--- config.mk ---
export PLATFORM = sky130hd
export DESIGN_NAME = bullet_scheduler
export DESIGN_NICKNAME = d
export VERILOG_FILES = /design/src/rtl/bullet_scheduler.sv
export SDC_FILE = /design/constraint.sdc
export NUM_CORES = 1
export LEC_CHECK = 0
export ABC_AREA = 1
export CORE_MARGIN = 3
export CORE_UTILIZATION = 40
export CTS_CLUSTER_DIAMETER = 40
export DETAILED_ROUTE_END_ITERATION = 10
export PLACE_DENSITY = 0.78
export SYNTH_ARGS = -nofsm -noshare
export SYNTH_HDL_FRONTEND = slang
export SYNTH_SLANG_ARGS = --single-unit
--- constraint.sdc ---
create_clock -name clk -period 3.12 [get_ports clk]
set_input_delay 0.78 -clock clk [delete_from_list [all_inputs] [get_ports clk]]
set_output_delay 0.78 -clock clk [all_outputs]
set_load 0.01 [all_outputs]
--- src/rtl/bullet_scheduler.sv ---
// Bullet pool controller: allocates a free slot on each fire press, arbitrates the
// single VGA plot port round-robin among slots, and routes asteroid hits to bullets.
module bullet_scheduler #(
    parameter int          NUM_BULLETS     = 4,
    parameter logic [15:0] COOLDOWN_CYCLES = 16'd50000,
    parameter logic [2:0]  BULLET_COLOUR   = 3'b111
) (
    input  logic                     clk,
    input  logic                     resetn,
    input  logic                     fire,
    input  logic [7:0]               ship_x,
    input  logic [6:0]               ship_y,
    input  logic [1:0]               ship_dir_x,
    input  logic [1:0]               ship_dir_y,
    input  logic [NUM_BULLETS-1:0]   slot_firing,
    input  logic [NUM_BULLETS-1:0]   slot_plot_req,
    input  logic [8*NUM_BULLETS-1:0] slot_x,
    input  logic [7*NUM_BULLETS-1:0] slot_y,
    input  logic                     hit_valid,
    input  logic [7:0]               hit_x,
    input  logic [6:0]               hit_y,
    output logic [NUM_BULLETS-1:0]   slot_load,
    output logic [NUM_BULLETS-1:0]   slot_shooting,
    output logic [7:0]               start_x,
    output logic [6:0]               start_y,
    output logic [1:0]               dir_x,
    output logic [1:0]               dir_y,
    output logic [NUM_BULLETS-1:0]   slot_collision,
    output logic [NUM_BULLETS-1:0]   plot_grant,
    output logic [7:0]               vga_x,
    output logic [6:0]               vga_y,
    output logic [2:0]               vga_colour,
    output logic                     vga_plot,
    output logic                     fire_denied,
    output logic [7:0]               shots_fired
);

    localparam int IW = $clog2(NUM_BULLETS);
    localparam logic [NUM_BULLETS-1:0] ONE_HOT0 = NUM_BULLETS'(1);
    localparam logic [IW:0]            NB       = (IW+1)'(NUM_BULLETS);
    localparam logic [IW-1:0]          LAST_IDX = IW'(NUM_BULLETS - 1);

    typedef enum logic [1:0] {IDLE, LOAD, ARM, COOL} fire_state_t;

    // Per-slot coordinate views and hit matching
    logic [7:0]             sx [NUM_BULLETS];
    logic [6:0]             sy [NUM_BULLETS];
    logic [NUM_BULLETS-1:0] hit_match;

    genvar gi;
    generate
        for (gi = 0; gi < NUM_BULLETS; gi++) begin : g_slot
            assign sx[gi]        = slot_x[8*gi +: 8];
            assign sy[gi]        = slot_y[7*gi +: 7];
            assign hit_match[gi] = slot_firing[gi] && (sx[gi] == hit_x) && (sy[gi] == hit_y);
        end
    endgenerate

    // Fire path state
    fire_state_t            state_reg, state_next;
    logic                   fire_q_reg;
    logic [IW-1:0]          target_reg, target_next;
    logic [15:0]            cool_cnt_reg, cool_cnt_next;
    logic [7:0]             shots_reg, shots_next;
    logic [7:0]             start_x_reg, start_x_next;
    logic [6:0]             start_y_reg, start_y_next;
    logic [1:0]             dir_x_reg, dir_x_next;
    logic [1:0]             dir_y_reg, dir_y_next;
    logic [NUM_BULLETS-1:0] load_reg, load_next;
    logic [NUM_BULLETS-1:0] shoot_reg, shoot_next;
    logic                   denied_reg, denied_next;

    logic                   press;
    logic [NUM_BULLETS-1:0] target_onehot;
    logic [NUM_BULLETS-1:0] busy;
    logic                   free_found;
    logic [IW-1:0]          free_idx;

    assign press         = fire & ~fire_q_reg;
    assign target_onehot = ONE_HOT0 << target_reg;
    // The latched target is not yet reported as firing while it is being launched
    assign busy = slot_firing |
                  (((state_reg == LOAD) || (state_reg == ARM)) ? target_onehot : '0);

    always_comb begin
        free_found = 1'b0;
        free_idx   = '0;
        for (int i = NUM_BULLETS - 1; i >= 0; i--) begin
            if (!busy[IW'(i)]) begin
                free_found = 1'b1;
                free_idx   = IW'(i);
            end
        end
    end

    always_comb begin
        state_next    = state_reg;
        target_next   = target_reg;
        cool_cnt_next = cool_cnt_reg;
        shots_next    = shots_reg;
        start_x_next  = start_x_reg;
        start_y_next  = start_y_reg;
        dir_x_next    = dir_x_reg;
        dir_y_next    = dir_y_reg;
        load_next     = '0;
        shoot_next    = '0;
        denied_next   = 1'b0;
        case (state_reg)
            IDLE: begin
                if (press) begin
                    if (free_found) begin
                        target_next  = free_idx;
                        start_x_next = ship_x;
                        start_y_next = ship_y;
                        dir_x_next   = ship_dir_x;
                        dir_y_next   = ship_dir_y;
                        state_next   = LOAD;
                    end else begin
                        denied_next = 1'b1;
                    end
                end
            end
            LOAD: begin
                load_next  = target_onehot;
                shots_next = shots_reg + 8'd1;
                state_next = ARM;
            end
            ARM: begin
                shoot_next = target_onehot;
                if (COOLDOWN_CYCLES == 16'd0) begin
                    state_next = IDLE;
                end else begin
                    state_next    = COOL;
                    cool_cnt_next = COOLDOWN_CYCLES;
                end
            end
            COOL: begin
                if (cool_cnt_reg <= 16'd1) begin
                    state_next    = IDLE;
                    cool_cnt_next = 16'd0;
                end else begin
                    cool_cnt_next = cool_cnt_reg - 16'd1;
                end
            end
            default: state_next = IDLE;
        endcase
    end

    always_ff @(posedge clk or negedge resetn) begin
        if (!resetn) begin
            state_reg    <= IDLE;
            fire_q_reg   <= 1'b0;
            target_reg   <= '0;
            cool_cnt_reg <= 16'd0;
            shots_reg    <= 8'd0;
            start_x_reg  <= 8'd0;
            start_y_reg  <= 7'd0;
            dir_x_reg    <= 2'd0;
            dir_y_reg    <= 2'd0;
            load_reg     <= '0;
            shoot_reg    <= '0;
            denied_reg   <= 1'b0;
        end else begin
            state_reg    <= state_next;
            fire_q_reg   <= fire;
            target_reg   <= target_next;
            cool_cnt_reg <= cool_cnt_next;
            shots_reg    <= shots_next;
            start_x_reg  <= start_x_next;
            start_y_reg  <= start_y_next;
            dir_x_reg    <= dir_x_next;
            dir_y_reg    <= dir_y_next;
            load_reg     <= load_next;
            shoot_reg    <= shoot_next;
            denied_reg   <= denied_next;
        end
    end

    // Plot arbiter: search starts at the round-robin pointer and wraps
    logic [IW-1:0]          rr_ptr_reg, rr_ptr_next;
    logic                   grant_found;
    logic [IW-1:0]          grant_idx;
    logic [IW:0]            rr_sum;
    logic [IW-1:0]          rr_idx;
    logic [NUM_BULLETS-1:0] grant_reg;
    logic                   vga_plot_reg;
    logic [7:0]             vga_x_reg;
    logic [6:0]             vga_y_reg;
    logic [2:0]             vga_colour_reg;
    logic [NUM_BULLETS-1:0] collision_reg, collision_next;

    always_comb begin
        grant_found = 1'b0;
        grant_idx   = '0;
        rr_sum      = '0;
        rr_idx      = '0;
        for (int off = 0; off < NUM_BULLETS; off++) begin
            rr_sum = {1'b0, rr_ptr_reg} + (IW+1)'(off);
            if (rr_sum >= NB) begin
                rr_sum = rr_sum - NB;
            end
            rr_idx = rr_sum[IW-1:0];
            if (!grant_found && slot_plot_req[rr_idx]) begin
                grant_found = 1'b1;
                grant_idx   = rr_idx;
            end
        end
        rr_ptr_next = rr_ptr_reg;
        if (grant_found) begin
            rr_ptr_next = (grant_idx == LAST_IDX) ? '0 : grant_idx + IW'(1);
        end
    end

    // Isolate the lowest matching slot so one hit kills at most one bullet
    assign collision_next = hit_valid ? (hit_match & (~hit_match + ONE_HOT0)) : '0;

    always_ff @(posedge clk or negedge resetn) begin
        if (!resetn) begin
            rr_ptr_reg     <= '0;
            grant_reg      <= '0;
            vga_plot_reg   <= 1'b0;
            vga_x_reg      <= 8'd0;
            vga_y_reg      <= 7'd0;
            vga_colour_reg <= 3'd0;
            collision_reg  <= '0;
        end else begin
            rr_ptr_reg    <= rr_ptr_next;
            collision_reg <= collision_next;
            vga_plot_reg  <= grant_found;
            if (grant_found) begin
                grant_reg      <= ONE_HOT0 << grant_idx;
                vga_x_reg      <= sx[grant_idx];
                vga_y_reg      <= sy[grant_idx];
                vga_colour_reg <= BULLET_COLOUR;
            end else begin
                grant_reg <= '0;
            end
        end
    end

    assign slot_load      = load_reg;
    assign slot_shooting  = shoot_reg;
    assign start_x        = start_x_reg;
    assign start_y        = start_y_reg;
    assign dir_x          = dir_x_reg;
    assign dir_y          = dir_y_reg;
    assign fire_denied    = denied_reg;
    assign shots_fired    = shots_reg;
    assign slot_collision = collision_reg;
    assign plot_grant     = grant_reg;
    assign vga_plot       = vga_plot_reg;
    assign vga_x          = vga_x_reg;
    assign vga_y          = vga_y_reg;
    assign vga_colour     = vga_colour_reg;

endmodule

Word-level counts from Yosys, hierarchy flattened
Cells that the tools add are included.

Add/subtract/negate cells: 11. Order comparisons: 10. Eq/ne operators: 15. Shift-type cells: 2. Multiplexer cells: 45. Bitwise gates (word level): 6. Reduce and logical (&&, ||, !) cells: 19.

Operators with widths (count): == test 8 bit (4); one-hot mux 16 bit (2 select lines) (1); 2-to-1 mux 2 bit (15); == test 7 bit (4); binary-select mux 8 bit (select 2 bit) (1); less-or-equal comparator 16 x 1 -> 1 bit, second input constant (1); 2-to-1 mux 16 bit (1); 2-to-1 mux 4 bit (4); 2-to-1 mux 8 bit (2); subtractor 16 x 1 -> 16 bit, second input constant (1); binary-select mux 7 bit (select 2 bit) (1); 2-to-1 mux 7 bit (2); 2-to-1 mux 1 bit (13); greater-or-equal comparator 3 bit, second input constant (4); less-than comparator 2 x 3 -> 1 bit, second input constant (4); logical AND 1 bit (11); adder 8 x 1 -> 8 bit, second input constant (1); binary-select mux 1 bit (select 2 bit) (4); one-hot mux 2 bit (4 select lines) (1); left shift 1 x 2 -> 4 bit, first input constant (2); subtractor 2 x 1 -> 2 bit, second input constant (4); adder 2 x 2 -> 3 bit, second input constant (2); == test 2 bit, second input constant (3); inequality test 2 bit, second input constant (3); other kinds (16) (19).

Register bits: 84. Input port bits: 106. Output and inout bits: 63. Word-level logic and storage cells: 127.

Logic depth before layout (Yosys ltp)
Gate-level depths: netlist (run 1).

Word-level depth: 18. Mapped depth: 15. Depth with buffers taken out: 14.

Worst setup path after synthesis (run 1)
No wires, ideal clock.

Kind: input-to-reg. Start: input slot_plot_req[3]. End: register rr_ptr_reg[1]. Setup time: 0.129 ns. Arrival: 2.042 ns. Data required time: 2.991 ns. Slack: 0.950 ns. Cell stages on the path: 14. Path buffers: 1. Cells stage by stage: inv_1 -> nand2_1 -> nand2_1 -> nand2_1 -> nand2_1 -> nor2_1 -> nor2_1 -> nand2_4 -> nand2_4 -> buf_6 -> inv_1 -> ha_1 -> nand2_1 -> o21ai_0.

Cells in the longest elaborated chain, start to end: 14. Elaborated cells on any way between the ends: 25. Those cells by class: add/sub: 1; eq/ne: 1; mux: 17; reduce/logical: 6.

RTL lines: start, declared (line 16) `input logic [NUM_BULLETS-1:0] slot_plot_req,`; binary-select mux 1 bit (select 2 bit) (line 203) `if (!grant_found && slot_plot_req[rr_idx]) begin`; 2-to-1 mux 1 bit (not written as such) (line 203); 2-to-1 mux 1 bit (line 203); logical NOT 1 bit (line 203); logical AND 1 bit (line 203); 2-to-1 mux 1 bit (line 203); logical NOT 1 bit (line 203); logical AND 1 bit (line 203); 2-to-1 mux 1 bit (line 203); logical NOT 1 bit (line 203); logical AND 1 bit (line 203); 2-to-1 mux 2 bit (line 203); adder 2 x 1 -> 2 bit / == test 2 bit (equally long branches) (line 210) `rr_ptr_next = (grant_idx == LAST_IDX) ? '0 : grant_idx + IW'(1);`; 2-to-1 mux 2 bit (line 210); end signal, assigned (line 227) `rr_ptr_reg <= rr_ptr_next;`; end, declared (line 180) `logic [IW-1:0] rr_ptr_reg, rr_ptr_next;`.

Parallel ways exist; a longest one is shown, timed or not. The select of a mux whose other input is x is not followed. A chain may end at the register's enable or synchronous reset.

Worst setup path after layout (run 1)
Start: input slot_plot_req[2]. End: register rr_ptr_reg[1].

Same word-level chain as after synthesis.

==> results of run 1 <==
==> critical path, stage by stage <==
cell	delay (ps)
clkdlybuf4s50_1	480
inv_1	50
nand2_1	90
nand3_1	100
nand2_1	130
inv_2	70
nand3_4	90
nand3_2	90
nand2_4	210
inv_6	120
ha_1	290
nand2_1	60
o21ai_0	70
==> Yosys cell counts (2+ instances only) <==
cell type  number  area share, %
buf_6           7            1.5
nor4_1         10            1.2
buf_4          10            1.4
nand3_2        12            2.3
or2_2           3           0.36
nand3b_1        3           0.43
o211ai_1        2           0.29
xnor2_1         9            1.5
ha_1           12            2.9
inv_1         113            8.2
clkbuf_1        5           0.36
xor2_1         19            3.2
nor3_1          8           0.77
nand4_1         6           0.72
nand2_2         5           0.60
nand2_1       226             16
nor2_1         31            2.2
buf_2           5           0.48
nand2_4         4           0.87
o21ai_0        10           0.96
dfrtp_1        78             38
inv_2           3           0.22
a221oi_1        2           0.34
a21oi_1        16            1.5
nand3_1        59            5.7
o22ai_1        45            5.4
==> cell families after synthesis <==
logic type / synth area share (%)
compound gates: 9.642
xor+xnor: 4.713
fa+ha+maj: 2.885
buf+inv: 12.79
flops: 37.51
other cells: 0.07206
simple gates: 32.39
==> stage by stage <==
step / util, % / setup WS, ps / hold slack [ps] / std cells / power (mW)
3_3_place_gp: 54.56 / 406.2 / 460.6 / 1038 / 4.141
6_report: 56.86 / 693.2 / 478.5 / 1054 / 5.193
2_1_floorplan: - / 949.8 / 475.2 / 722 / 3.529
4_1_cts: 56.86 / 707.2 / 482.2 / 1054 / 5.234
3_5_place_dp: 54.56 / 360.9 / 465.3 / 1038 / 4.209
5_1_grt: 56.86 / 489.6 / 505.3 / 1054 / 5.685
==> power breakdown <==
| part | switching (mW) | internal, mW | leakage [nW] |
|---|---|---|---|
| logic | 1.78 | 1.10 | 2.52 |
| clock network | 0.456 | 0.556 | 0.136 |
| registers | 0.113 | 1.19 | 0.991 |
| total | 2.35 | 2.84 | 3.65 |
==> cell type report <==
type	instances	area, um^2	area share [%]
clock buffers	9	225.2	3.126
well taps	172	215.2	2.987
inverters	118	447.9	6.217
clock inverters	7	66.31	0.9205
repair buffers	172	1697	23.55
multi-input cells	498	2601	36.11
flip-flops and latches	78	1952	27.09
==> final timing paths <==
check	to	cells after the start	slack, ps
setup reg to reg	state_reg[0]	10	730
hold / removal	vga_y[5]	2	480
max in group asynchronous	cool_cnt_reg[5]	1	1890
min in group asynchronous	cool_cnt_reg[2]	1	600
setup / recovery	rr_ptr_reg[1]	13	690
hold reg to reg	vga_y[5]	2	480
==> metal layers <==
metal  share of wire [%]  track usage [%]
met1                  41            28.58
met2                  47            36.07
met3                 7.3            3.864
met4                 3.9            9.592
met5                   0                0
==> flow_metrics.env, run 1 <==
export IMPL_area_growth_pct=38.45
export IMPL_ir_worst_vdd_v=0.0003579
export IMPL_via_count=5269
export IMPL_holdBufCountCts=0
export IMPL_crit_path_end_kind="flip-flop"
export IMPL_gp_congestion=1.025
export IMPL_cts_root_buf="clkbuf_16"
export IMPL_timing_rr_start="cool_cnt_reg[0]"
export IMPL_cts_max_level=3
export IMPL_die_area_um2=14410
export IMPL_yosysUniqueCellTypes=41
export IMPL_status="completed"
export IMPL_path_class="in2reg"
export IMPL_antenna_cells=0
export IMPL_grt_max_degree=79
export IMPL_slew_headroom_pct=35.18
export IMPL_stdcell_area_um2=7204
export IMPL_port_buffers=163
export IMPL_post_cts_resized=0
export IMPL_grt_pass1_wl_mm=25.50
export IMPL_cp_arrival_ps=2640
export IMPL_cts_buffers=9
export IMPL_power_density_nw_per_um2=720.8
export IMPL_firstDrtPassIters=5
export IMPL_fin_crit_sh_pct=77.78
export IMPL_yosysSeqAreaShare_pct=37.51
export IMPL_routedWlPerCell_um=15.18
export IMPL_hpwl_mm=12.81
export IMPL_startpoint="slot_plot_req[2]"
export IMPL_hold_class="reg2reg"
export IMPL_antenna_left=0
export IMPL_tns_ps=0
export IMPL_clock_skew_ps=6.791
export IMPL_worst_pin_slew_ps=972.3
export IMPL_drtIter0Drc=386
export IMPL_insertion_delay_ps=330
export IMPL_setup_viol=0
export IMPL_synth_warnings=0
export IMPL_max_freq_ghz=0.4121
export IMPL_die_x_um=120.1
export IMPL_total_leakage_power_nw=3.650
export IMPL_synth_seq_cells=78
export IMPL_cts_buffer_depth=2
export IMPL_drv_slew=0
export IMPL_die_height_um=120.1
export IMPL_max_cap_violations=0
export IMPL_rsz0062_at_grt="no"
export IMPL_hold_violations=0
export IMPL_core_area_um2=12670
export IMPL_cp_data_required_time_ps=3330
export IMPL_cts_tree="yes"
export IMPL_mostFrequentLayoutCell="nand2_1"
export IMPL_critical_path_peak_fanout=18
export IMPL_num_rows=41
export IMPL_io_pins=169
export IMPL_initial_core_util_pct=41.07
export IMPL_via_per_inst=4.999
export IMPL_path_clk_slew_ps=70
export IMPL_final_nets=995
export IMPL_drc=0
export IMPL_postCtsSetupBuffers=0
export IMPL_async_flop_share_pct=100.0
export IMPL_netlist_area_um2=5204
export IMPL_antenna_found_initial=0
export IMPL_layout_drive_gt1_share_pct=6.576
export IMPL_synth_edf_count=0
export IMPL_synth_ff_type="dfrtp_1"
export IMPL_num_fill_cells=1196
export IMPL_syn_inst=718
export IMPL_grt_pass1_vias=5135
export IMPL_placed_cell_area_um2=6913
export IMPL_final_cell_mix="226 x nand2_1, 162 x clkdlybuf4s50_1, 113 x inv_1"
export IMPL_syn_avg_cell_area_um2=7.248
export IMPL_cp_start_kind="input port"
export IMPL_wl_mm=16.00
export IMPL_cts_sinks=78
export IMPL_largest_reg_flops=16
export IMPL_track_usage_pct=22.02
export IMPL_final_min_clock_period_ps=2427
export IMPL_hold_start="vga_y[5]"
export IMPL_grt_overflow_total=0
Note: power is estimated with default switching activity, not from simulation.
==> run 2: changes to the inputs <==
--- a/config.mk
+++ b/config.mk
@@ -10,7 +10,7 @@
 export CORE_UTILIZATION = 40
 export CTS_CLUSTER_DIAMETER = 40
 export DETAILED_ROUTE_END_ITERATION = 10
-export PLACE_DENSITY = 0.78
+export PLACE_DENSITY = 0.81
 export SYNTH_ARGS = -nofsm -noshare
 export SYNTH_HDL_FRONTEND = slang
 export SYNTH_SLANG_ARGS = --single-unit
==> constraint.sdc (replaced) <==
create_clock -name clk -period 2.1 [get_ports clk]
set_input_delay 0.525 -clock clk [delete_from_list [all_inputs] [get_ports clk]]
set_output_delay 0.525 -clock clk [all_outputs]
set_load 0.01 [all_outputs]
==> flow_metrics.env, run 2 (same netlist as run 1, synthesis figures left out) <==
export IMPL_path_clk_slew_ps=70
export IMPL_antenna_found_initial=0
export IMPL_drv_slew=0
export IMPL_wl_mm=17.29
export IMPL_crit_path_cell_trace="buf_4, nand2_1, nand2_4, nand2_2, nand2_2, nor2_4, nand3_4, nand2_8, nand2_8, clkbuf_16, nand2_1, nand3_1, nand2_1, nand2_1, nand2_1"
export IMPL_critical_path_peak_fanout=15
export IMPL_path_common_cell="nand2_1"
export IMPL_die_x_um=120.1
export IMPL_fin_crit_sh_pct=96.33
export IMPL_setup_viol=0
export IMPL_cts_sinks=78
export IMPL_grt_overflow_total=0
export IMPL_power_density_nw_per_um2=1164
export IMPL_final_cell_mix="218 x nand2_1, 158 x clkdlybuf4s50_1, 108 x inv_1"
export IMPL_firstDrtPassIters=5
export IMPL_hold_ws_ps=136.5
export IMPL_cp_data_required_time_ps=2370
export IMPL_cts_buffer_depth=2
export IMPL_fin_cells=1108
export IMPL_hpwl_mm=13.31
export IMPL_mostFrequentLayoutCell="nand2_1"
export IMPL_status="completed"
export IMPL_routedWlPerCell_um=15.61
export IMPL_drc=0
export IMPL_grt_max_degree=47
export IMPL_die_height_um=120.1
export IMPL_cts_max_level=3
export IMPL_via_per_inst=5.079
export IMPL_track_usage_pct=23.17
export IMPL_stdcell_area_um2=7818
export IMPL_cts_root_buf="clkbuf_16"
export IMPL_holdBufCountCts=0
export IMPL_dp_cells=1086
export IMPL_layout_drive_gt1_share_pct=13.89
export IMPL_io_pins=169
export IMPL_crit_path_end_kind="flip-flop"
export IMPL_hold_violations=0
export IMPL_critPathBufInv=2
export IMPL_path_class="reg2reg"
export IMPL_final_core_util_pct=61.70
export IMPL_p_total_mw=9.098
export IMPL_initial_core_util_pct=41.07
export IMPL_crit_slowest_cell="dfrtp_2"
export IMPL_final_nets=1049
export IMPL_via_count=5628
export IMPL_max_cap_violations=0
export IMPL_num_rows=41
export IMPL_final_min_clock_period_ps=2023
export IMPL_ir_worst_vdd_v=0.0005813
export IMPL_crit_family="simple AND/OR/NAND/NOR gates"
export IMPL_placed_cell_area_um2=7311
export IMPL_drtIter0Drc=432
export IMPL_cts_buffers=9
export IMPL_cts_tree="yes"
export IMPL_num_fill_cells=1119
export IMPL_largest_reg_flops=16
export IMPL_area_growth_pct=50.23
export IMPL_grt_pass1_vias=5468
export IMPL_total_leakage_power_nw=3.999
export IMPL_regToRegSetupSlack_ps=80
export IMPL_insertion_delay_ps=330
export IMPL_antenna_cells=0
export IMPL_cp_arrival_ps=2290
export IMPL_hold_class="in2async"
export IMPL_die_area_um2=14410
export IMPL_slowest_delay_ps=460
export IMPL_port_buffers=163
export IMPL_grt_pass1_wl_mm=26.84
export IMPL_max_freq_ghz=0.4943
export IMPL_antenna_left=0
export IMPL_gp_congestion=1.005
export IMPL_cp_start_kind="flip-flop"
export IMPL_core_area_um2=12670
export IMPL_clock_skew_ps=7.824
## run 2: cell types whose count changed in the layout (fill, tap and decap cells not counted), moves of 3 or more
cell | previous run | this run
buf_4 | 10 | 54
nand2_1 | 226 | 218
nand2_2 | 5 | 12
inv_1 | 113 | 108
clkdlybuf4s50_1 | 162 | 158
dlymetal6s2s_1 | 0 | 4
buf_12 | 0 | 3
buf_6 | 0 | 3
clkbuf_16 | 9 | 12
## run 2: power breakdown
| part | internal [mW] | switching [mW] | total, mW |
|---|---|---|---|
| registers | 1.77 | 0.147 | 1.91 |
| logic | 2.46 | 3.12 | 5.58 |
| clock network | 0.940 | 0.668 | 1.61 |
## run 2: layer usage
| layer | vias to the layer above | global-route usage, % | wire length (um) |
|---|---|---|---|
| met5 | - | 0 | 0 |
| met1 | 2548 | 29.60 | 7009 |
| met4 | 0 | 11.88 | 834 |
| met2 | 304 | 37.90 | 8260 |
| met3 | 58 | 3.676 | 1189 |
| li1 | 2718 | - | - |
## run 2: cell type report
type / instances / area (um^2) / share of cell area [%]
inverter: 118 / 459.2 / 5.874
sequential: 78 / 1954 / 25.00
multi-input combinational: 498 / 2663 / 34.06
clock inverter: 7 / 80.08 / 1.024
timing repair buffer: 226 / 2221 / 28.41
clock buffer: 9 / 225.2 / 2.881
tap: 172 / 215.2 / 2.753
## run 2: what timing repair did
action | 4_1_cts | 5_1_grt
resized for setup | 0 | 34
endpoints found under the hold margin | 0 | 0
endpoints found under the setup margin | 0 | 17
setup buffers | 0 | 3
## run 2: worst paths after layout
path	from	endpoint	depth (start not counted)
hold reg to reg	shots_fired[7]	shots_fired[7]	1
min in group clk	shots_fired[7]	shots_fired[7]	1
setup reg to reg	rr_ptr_reg[0]	vga_x[5]	15
max in group asynchronous	resetn	cool_cnt_reg[14]	2
setup / recovery	rr_ptr_reg[0]	vga_x[5]	15
hold / removal	resetn	plot_grant[1]	1
## run 2: through the flow
stage	setup slack, ps	TNS [ps]
4_1_cts	42.22	0
3_5_place_dp	-319.0	-5889
6_report	77.09	0
2_1_floorplan	184.8	0
5_1_grt	-26.62	-247.1
3_3_place_gp	-271.1	-4950
